`config.mk`:
```
export PLATFORM = sky130hd
export DESIGN_NAME = tour_cmd_sched
export DESIGN_NICKNAME = d
export VERILOG_FILES = /design/src/rtl/tour_cmd_pkg.sv /design/src/rtl/cmd_fifo.sv /design/src/rtl/tour_cmd_sched.sv
export SDC_FILE = /design/constraint.sdc
export NUM_CORES = 1
export LEC_CHECK = 0
export ABC_CLOCK_PERIOD_IN_PS = 2900
export CORE_MARGIN = 2
export CORE_UTILIZATION = 54
export CTS_BUF_LIST = sky130_fd_sc_hd__clkbuf_8 sky130_fd_sc_hd__clkbuf_16
export DETAILED_ROUTE_END_ITERATION = 8
export GPL_TIMING_DRIVEN = 1
export PLACE_DENSITY_LB_ADDON = 0.25
export SYNTH_ARGS = -nofsm -noshare
export SYNTH_HDL_FRONTEND = slang
export SYNTH_HIERARCHICAL = 1
export SYNTH_SLANG_ARGS = --single-unit
export TNS_END_PERCENT = 30
```
`constraint.sdc`:
```
create_clock -name clk -period 2.9 [get_ports clk]
set_input_delay 0.58 -clock clk [delete_from_list [all_inputs] [get_ports clk]]
set_output_delay 0.58 -clock clk [all_outputs]
set_load 0.005 [all_outputs]
```
`src/rtl/tour_cmd_pkg.sv`:
```
// Shared types and constants for the Knight tour command scheduler:
// FSM state encoding, response/error codes and command word building blocks.
package tour_cmd_pkg;

   typedef enum logic [2:0] {
      S_IDLE,
      S_LOAD,
      S_SEND,
      S_WAIT_SNT,
      S_WAIT_RESP,
      S_DONE,
      S_ERROR
   } sched_state_t;

   localparam logic [7:0] POS_ACK = 8'hA5;

   localparam logic [1:0] ERR_NONE = 2'b00;
   localparam logic [1:0] ERR_TMO  = 2'b01;
   localparam logic [1:0] ERR_NACK = 2'b10;
   localparam logic [1:0] ERR_OVF  = 2'b11;

   localparam logic [15:0] CAL_GYRO    = 16'h2000;
   localparam logic [3:0]  MOVE_OPC    = 4'h4;
   localparam logic [3:0]  FANFARE_OPC = 4'h5;

   localparam logic [7:0] NORTH = 8'h00;
   localparam logic [7:0] EAST  = 8'hBF;
   localparam logic [7:0] SOUTH = 8'h7F;
   localparam logic [7:0] WEST  = 8'h3F;

   // Command word layout: {opcode, heading, squares}.
   function automatic logic [15:0] mk_move(input logic [3:0] opc,
                                           input logic [7:0] heading,
                                           input logic [3:0] squares);
      return {opc, heading, squares};
   endfunction

endpackage

```
`src/rtl/cmd_fifo.sv`:
```
// Synchronous DEPTH x W command FIFO with flush; the head word is visible on
// dout whenever the FIFO is not empty (first-word fall-through).
module cmd_fifo #(
   parameter int DEPTH = 16,
   parameter int W     = 16
) (
   input  logic                   clk,
   input  logic                   rst,
   input  logic                   flush,
   input  logic                   push,
   input  logic [W-1:0]           din,
   input  logic                   pop,
   output logic [W-1:0]           dout,
   output logic                   full,
   output logic                   empty,
   output logic [$clog2(DEPTH):0] count
);

   localparam int AW = $clog2(DEPTH);

   logic [W-1:0] mem [DEPTH];
   logic [AW:0]  wr_ptr;
   logic [AW:0]  rd_ptr;
   logic         do_push;
   logic         do_pop;

   assign do_push = push && !full;
   assign do_pop  = pop && !empty;

   // Pointers carry one extra wrap bit so full and empty are distinguishable.
   always_ff @(posedge clk) begin
      if (rst || flush) begin
         wr_ptr <= '0;
         rd_ptr <= '0;
      end else begin
         if (do_push) wr_ptr <= wr_ptr + 1'b1;
         if (do_pop)  rd_ptr <= rd_ptr + 1'b1;
      end
   end

   always_ff @(posedge clk) begin
      if (do_push) mem[wr_ptr[AW-1:0]] <= din;
   end

   assign dout  = mem[rd_ptr[AW-1:0]];
   assign count = wr_ptr - rd_ptr;
   assign empty = (wr_ptr == rd_ptr);
   assign full  = (wr_ptr[AW] != rd_ptr[AW]) && (wr_ptr[AW-1:0] == rd_ptr[AW-1:0]);

endmodule

```
`src/rtl/tour_cmd_sched.sv`:
```
// Sequences queued Knight commands into RemoteComm, one at a time, advancing on ACK.
// Optional macro TOUR_CMD_SCHED_RETRY_EN: re-send a failed command up to MAX_RETRY times.
module tour_cmd_sched
   import tour_cmd_pkg::*;
#(
   parameter int DEPTH        = 16,
   parameter int TIMEOUT_CLKS = 5_000_000,
   parameter int MAX_RETRY    = 2
) (
   input  logic        clk,
   input  logic        rst,
   input  logic        push,
   input  logic [15:0] push_cmd,
   output logic        full,
   output logic        empty,
   input  logic        start,
   input  logic        abort,
   output logic        snd_cmd,
   output logic [15:0] cmd,
   input  logic        cmd_snt,
   input  logic        resp_rdy,
   input  logic [7:0]  resp,
   output logic        busy,
   output logic        done,
   output logic        err,
   output logic [1:0]  err_code,
   output logic [7:0]  cmds_done
);

   localparam int TW = $clog2(TIMEOUT_CLKS + 1);
   localparam int CW = $clog2(DEPTH) + 1;

   sched_state_t    state;
   sched_state_t    state_nx;
   logic [15:0]     fifo_dout;
   logic [CW-1:0]   fifo_cnt;
   logic [TW-1:0]   timer;
   logic            pop;
   logic            start_ok;
   logic            ack;
   logic            nack;
   logic            tmo;
   logic            fail;
   logic            can_retry;
   logic            done_q;

   cmd_fifo #(.DEPTH(DEPTH), .W(16)) u_fifo (
      .clk   (clk),
      .rst   (rst),
      .flush (abort),
      .push  (push),
      .din   (push_cmd),
      .pop   (pop),
      .dout  (fifo_dout),
      .full  (full),
      .empty (empty),
      .count (fifo_cnt)
   );

   assign start_ok = start && !abort && (state == S_IDLE || state == S_ERROR);
   assign ack      = (state == S_WAIT_RESP) && resp_rdy && (resp == POS_ACK);
   assign nack     = (state == S_WAIT_RESP) && resp_rdy && (resp != POS_ACK);
   // A response landing on the limit cycle wins over the timeout.
   assign tmo      = (state == S_WAIT_RESP) && !resp_rdy && (timer == TW'(TIMEOUT_CLKS - 1));
   assign fail     = nack || tmo;

`ifdef TOUR_CMD_SCHED_RETRY_EN
   localparam int RW = $clog2(MAX_RETRY + 2);
   logic [RW-1:0] retry_cnt;

   always_ff @(posedge clk) begin
      if (rst || state == S_LOAD)
         retry_cnt <= '0;
      else if (fail && can_retry && !abort)
         retry_cnt <= retry_cnt + 1'b1;
   end

   assign can_retry = (retry_cnt < RW'(MAX_RETRY));
`else
   assign can_retry = 1'b0;
`endif

   always_ff @(posedge clk) begin
      if (rst) state <= S_IDLE;
      else     state <= state_nx;
   end

   always_comb begin
      state_nx = state;
      unique case (state)
         S_IDLE:      if (start) state_nx = empty ? S_IDLE : S_LOAD;
         S_LOAD:      state_nx = S_SEND;
         S_SEND:      state_nx = S_WAIT_SNT;
         S_WAIT_SNT:  if (cmd_snt) state_nx = S_WAIT_RESP;
         S_WAIT_RESP: begin
            if (ack)       state_nx = (fifo_cnt != '0) ? S_LOAD : S_DONE;
            else if (fail) state_nx = can_retry ? S_SEND : S_ERROR;
         end
         S_DONE:      state_nx = S_IDLE;
         S_ERROR:     if (start) state_nx = empty ? S_IDLE : S_LOAD;
         default:     state_nx = S_IDLE;
      endcase
      if (abort) state_nx = S_IDLE;
   end

   always_comb begin
      snd_cmd = (state == S_SEND);
      pop     = (state == S_LOAD);
      busy    = !(state == S_IDLE || state == S_ERROR);
      done    = (state == S_DONE) || done_q;
   end

   // cmd only changes in LOAD, so it is stable for the whole transmit/response window.
   always_ff @(posedge clk) begin
      if (rst)               cmd <= 16'h0000;
      else if (state == S_LOAD) cmd <= fifo_dout;
   end

   always_ff @(posedge clk) begin
      if (rst)                     timer <= '0;
      else if (state == S_WAIT_SNT) timer <= '0;
      else if (state == S_WAIT_RESP) timer <= timer + 1'b1;
   end

   always_ff @(posedge clk) begin
      if (rst) done_q <= 1'b0;
      else     done_q <= start_ok && empty;
   end

   always_ff @(posedge clk) begin
      if (rst)
         cmds_done <= '0;
      else if (start_ok)
         cmds_done <= '0;
      else if (ack && !abort && cmds_done != 8'hFF)
         cmds_done <= cmds_done + 1'b1;
   end

   // Later assignments take priority: overflow is reported over a concurrent failure.
   always_ff @(posedge clk) begin
      if (rst) begin
         err      <= 1'b0;
         err_code <= ERR_NONE;
      end else begin
         if (start_ok) begin
            err      <= 1'b0;
            err_code <= ERR_NONE;
         end
         if (fail && !can_retry && !abort) begin
            err      <= 1'b1;
            err_code <= nack ? ERR_NACK : ERR_TMO;
         end
         if (push && full && !abort) begin
            err      <= 1'b1;
            err_code <= ERR_OVF;
         end
      end
   end

endmodule

```
==> flow_summary.json <==
{
  "synth_seq_cells": 324,
  "critPathCaptureType": "output port",
  "clock_path_buffers": 3,
  "num_antenna_cells": 0,
  "core_mm2": 0.0236,
  "peakVddDrop_mv": 0.533,
  "drive_above_1_share": 0.199,
  "hp-class": "register to register",
  "synth_area_mm2": 0.0131,
  "worst_setup_path_start_kind": "register",
  "grt_overflow_total": 0,
  "io_pins": 63,
  "status": "finished, final reports clean",
  "start_util": 0.554,
  "via_per_inst": 5.95,
  "die_h_um": 160,
  "cts_tree": "built",
  "p_per_area_mw_per_mm2": 604,
  "wl_mm": 28.0,
  "synth_edf_count": 256,
  "layout.nets": 975,
  "syn_nets": 871,
  "synthFlopType": "edfxtp_1",
  "clock_sinks": 324,
  "grt_pass1_wl_mm": 43.8,
  "maxSlewViolCount": 0,
  "synth.distinct_cells": 60,
  "cts_root_buf": "clkbuf_16",
  "drt.antenna.violating_nets": 0,
  "clock_latency_ns": 0.52,
  "crit_type": "register to output port",
  "antenna_found_initial": 0,
  "min_from": "cmd[11]",
  "die_w_um": 160,
  "area_growth_pct": 17.7,
  "path_max_fanout": 5,
  "wl_per_cell_um": 22.0,
  "setup.worst_path.start": "u_fifo/rd_ptr[1]",
  "io_buffers": 62,
  "fin_tns_setup_ns": 0,
  "yosysWarnings": 6,
  "remaining_drc_errors": 0,
  "worst_pin_slew_ns": 0.717,
  "regArea_mm2": 0.00905,
  "dr_total_vias": 7574,
  "clkSlewWorstSetupHoldPaths_ns": 0.06,
  "synth_async_sr_flop_share": 0,
  "htree_levels": 2,
  "synth.avg_cell_area_um2": 15.8,
  "nFillCells": 1651,
  "finalHoldViolations": 0,
  "finalSetupViolCount": 0,
  "finClkSkew_ns": 0.0289,
  "cp.required_ns": 2.32,
  "grt_start_max_net_pins": 44,
  "multi_input_area_mm2": 0.00386,
  "ctsHoldBuffers": 0,
  "drt_first_pass_iters": 4,
  "min_period_over_period": 0.965,
  "rsz0062_at_grt": "no",
  "worstPathArrival_ns": 2.22,
  "synthCells": 828,
  "maxCapViolations": 0,
  "place_hpwl_mm": 17.4,
  "ys_seq_area_frac": 0.692,
  "drtIter0Drc": 813,
  "grt_pass1_vias": 7543,
  "track_usage": 0.225,
  "num_rows": 56,
  "die_area_mm2": 0.0255,
  "r2r-start": "state[0]",
  "relSlewSlack": 0.522,
  "timing.fmax_mhz": 357,
  "fin_crit_ns": 2.80,
  "p_leak_nw": 4.98,
  "numCtsBuffers": 34,
  "total_power_mw": 9.29,
  "gp_congestion": 0.814
}
==> Yosys cell counts (all sizes together), types with 5 or more instances <==
cell type	number	area, µm²
edfxtp	256	7690
nand2	75	282
dfxtp	68	1360
mux4	64	1440
nor2	43	161
a21oi	42	210
a22oi	32	240
clkbuf	25	95.1
inv	17	63.8
nand4	17	106
buf	16	88.8
nand3	16	80.1
xnor2	14	123
ha	11	138
o21ai	11	58.8
nor3	10	50.1
or4	10	75.1
or3	9	56.3
and3	8	50.1
xor2	7	68.8
and4	6	52.6
o31ai	6	45.0
a21o	5	37.5
mux2i	5	50.1
o211ai	5	37.5
==> routing by layer <==
metal | global-route usage | vias to the layer above | wire length, µm
met5 | 0 | - | 0
met4 | 0.0736 | 0 | 685
met3 | 0.0410 | 52 | 1740
met2 | 0.361 | 224 | 13900
met1 | 0.317 | 3835 | 11800
li1 | - | 3463 | -
==> flip-flops by register name, indices dropped and copies added, names as in the netlist, named ones only <==
| register | count |
|---|---|
| err_code | 2 |
| u_fifo/wr_ptr | 5 |
| done_q | 1 |
| cmd | 16 |
| u_fifo/rd_ptr | 5 |
| timer | 23 |
| cmds_done | 8 |
| u_fifo/mem | 256 |
| state | 3 |
| err | 1 |
==> layout by cell type (no fill, tap or decap), types with 4 or more instances in the layout <==
| master | n |
|---|---|
| a21o_1 | 5 |
| a21oi_1 | 42 |
| a22oi_1 | 32 |
| and3_1 | 8 |
| and4_1 | 5 |
| buf_4 | 45 |
| clkbuf_16 | 35 |
| clkdlybuf4s50_1 | 61 |
| clkinv_1 | 6 |
| dfxtp_1 | 65 |
| edfxtp_1 | 256 |
| ha_1 | 10 |
| inv_1 | 27 |
| mux2i_1 | 5 |
| mux4_2 | 64 |
| nand2_1 | 74 |
| nand2b_1 | 4 |
| nand3_1 | 16 |
| nand4_1 | 17 |
| nor2_1 | 31 |
| nor2_2 | 12 |
| nor3_1 | 6 |
| nor3_2 | 4 |
| nor4_1 | 4 |
| o211ai_1 | 5 |
| o21ai_0 | 10 |
| o31ai_1 | 6 |
| or3_1 | 9 |
| or4_1 | 10 |
| xnor2_1 | 14 |
| xor2_1 | 6 |
==> logic make-up (layout without fill, tap and decap cells) <==
group,after synthesis,in the layout,share of synthesized area
AOI/OAI and AO/OA,114,114,0.0574
xor gates and xnor gates,21,21,0.0146
adders and majority gates,12,12,0.0121
buffers and inverters,59,186,0.0192
DFF,324,324,0.692
muxes,69,69,0.114
and+or+nand+nor,229,229,0.0906
==> where the power goes <==
group          internal, mW  switching, mW
clock                  2.25           1.71
sequential             5.04         0.0156
combinational         0.114          0.159
total                  7.40           1.89
==> what timing repair did <==
item                       CTS  global route
buffers inserted             0             1
resized for setup            8             0
hold endpoints to repair     0             0
pin swaps                    0             1
setup endpoints to repair    2             1
==> worst max-delay path, cell delays in order (launching register included) <==
cell and delay, ns:
dfxtp_1 0.37, inv_1 0.09, ha_1 0.32, and4_4 0.24
nand2_2 0.09, inv_2 0.11, clkdlybuf4s50_1 0.50
==> path summary, 6_finish.rpt <==
kind	to	slack, ns	cells past startpoint
worst max-delay path	full	0.10	6
worst min register to register	cmd[11]	0.45	2
worst min-delay path	cmd[11]	0.45	2
worst max register to register	timer[10]	0.64	4
==> area by class of cell <==
type | instances | share of cell area
Timing Repair Buffer | 109 | 0.0648
Sequential cell | 324 | 0.588
Clock inverter | 22 | 0.00732
Clock buffer | 37 | 0.0587
Tap cell | 319 | 0.0259
Inverter | 18 | 0.00439
Multi-Input combinational cell | 445 | 0.251
==> metrics by stage <==
stage | utilization | setup WS, ns | instance area (µm²) | hold slack [ns] | cells
after global routing | 0.652 | 0.0191 | 15400 | 0.480 | 1274
after global placement | 0.608 | 0.323 | 14300 | 0.444 | 1214
after floorplan | - | 0.0903 | 13100 | 0.442 | 828
after detailed placement | 0.608 | 0.209 | 14300 | 0.449 | 1214
final | 0.652 | 0.102 | 15400 | 0.452 | 1274
after CTS | 0.651 | 0.0143 | 15400 | 0.457 | 1273
Note: power is estimated with default switching activity, not from simulation.
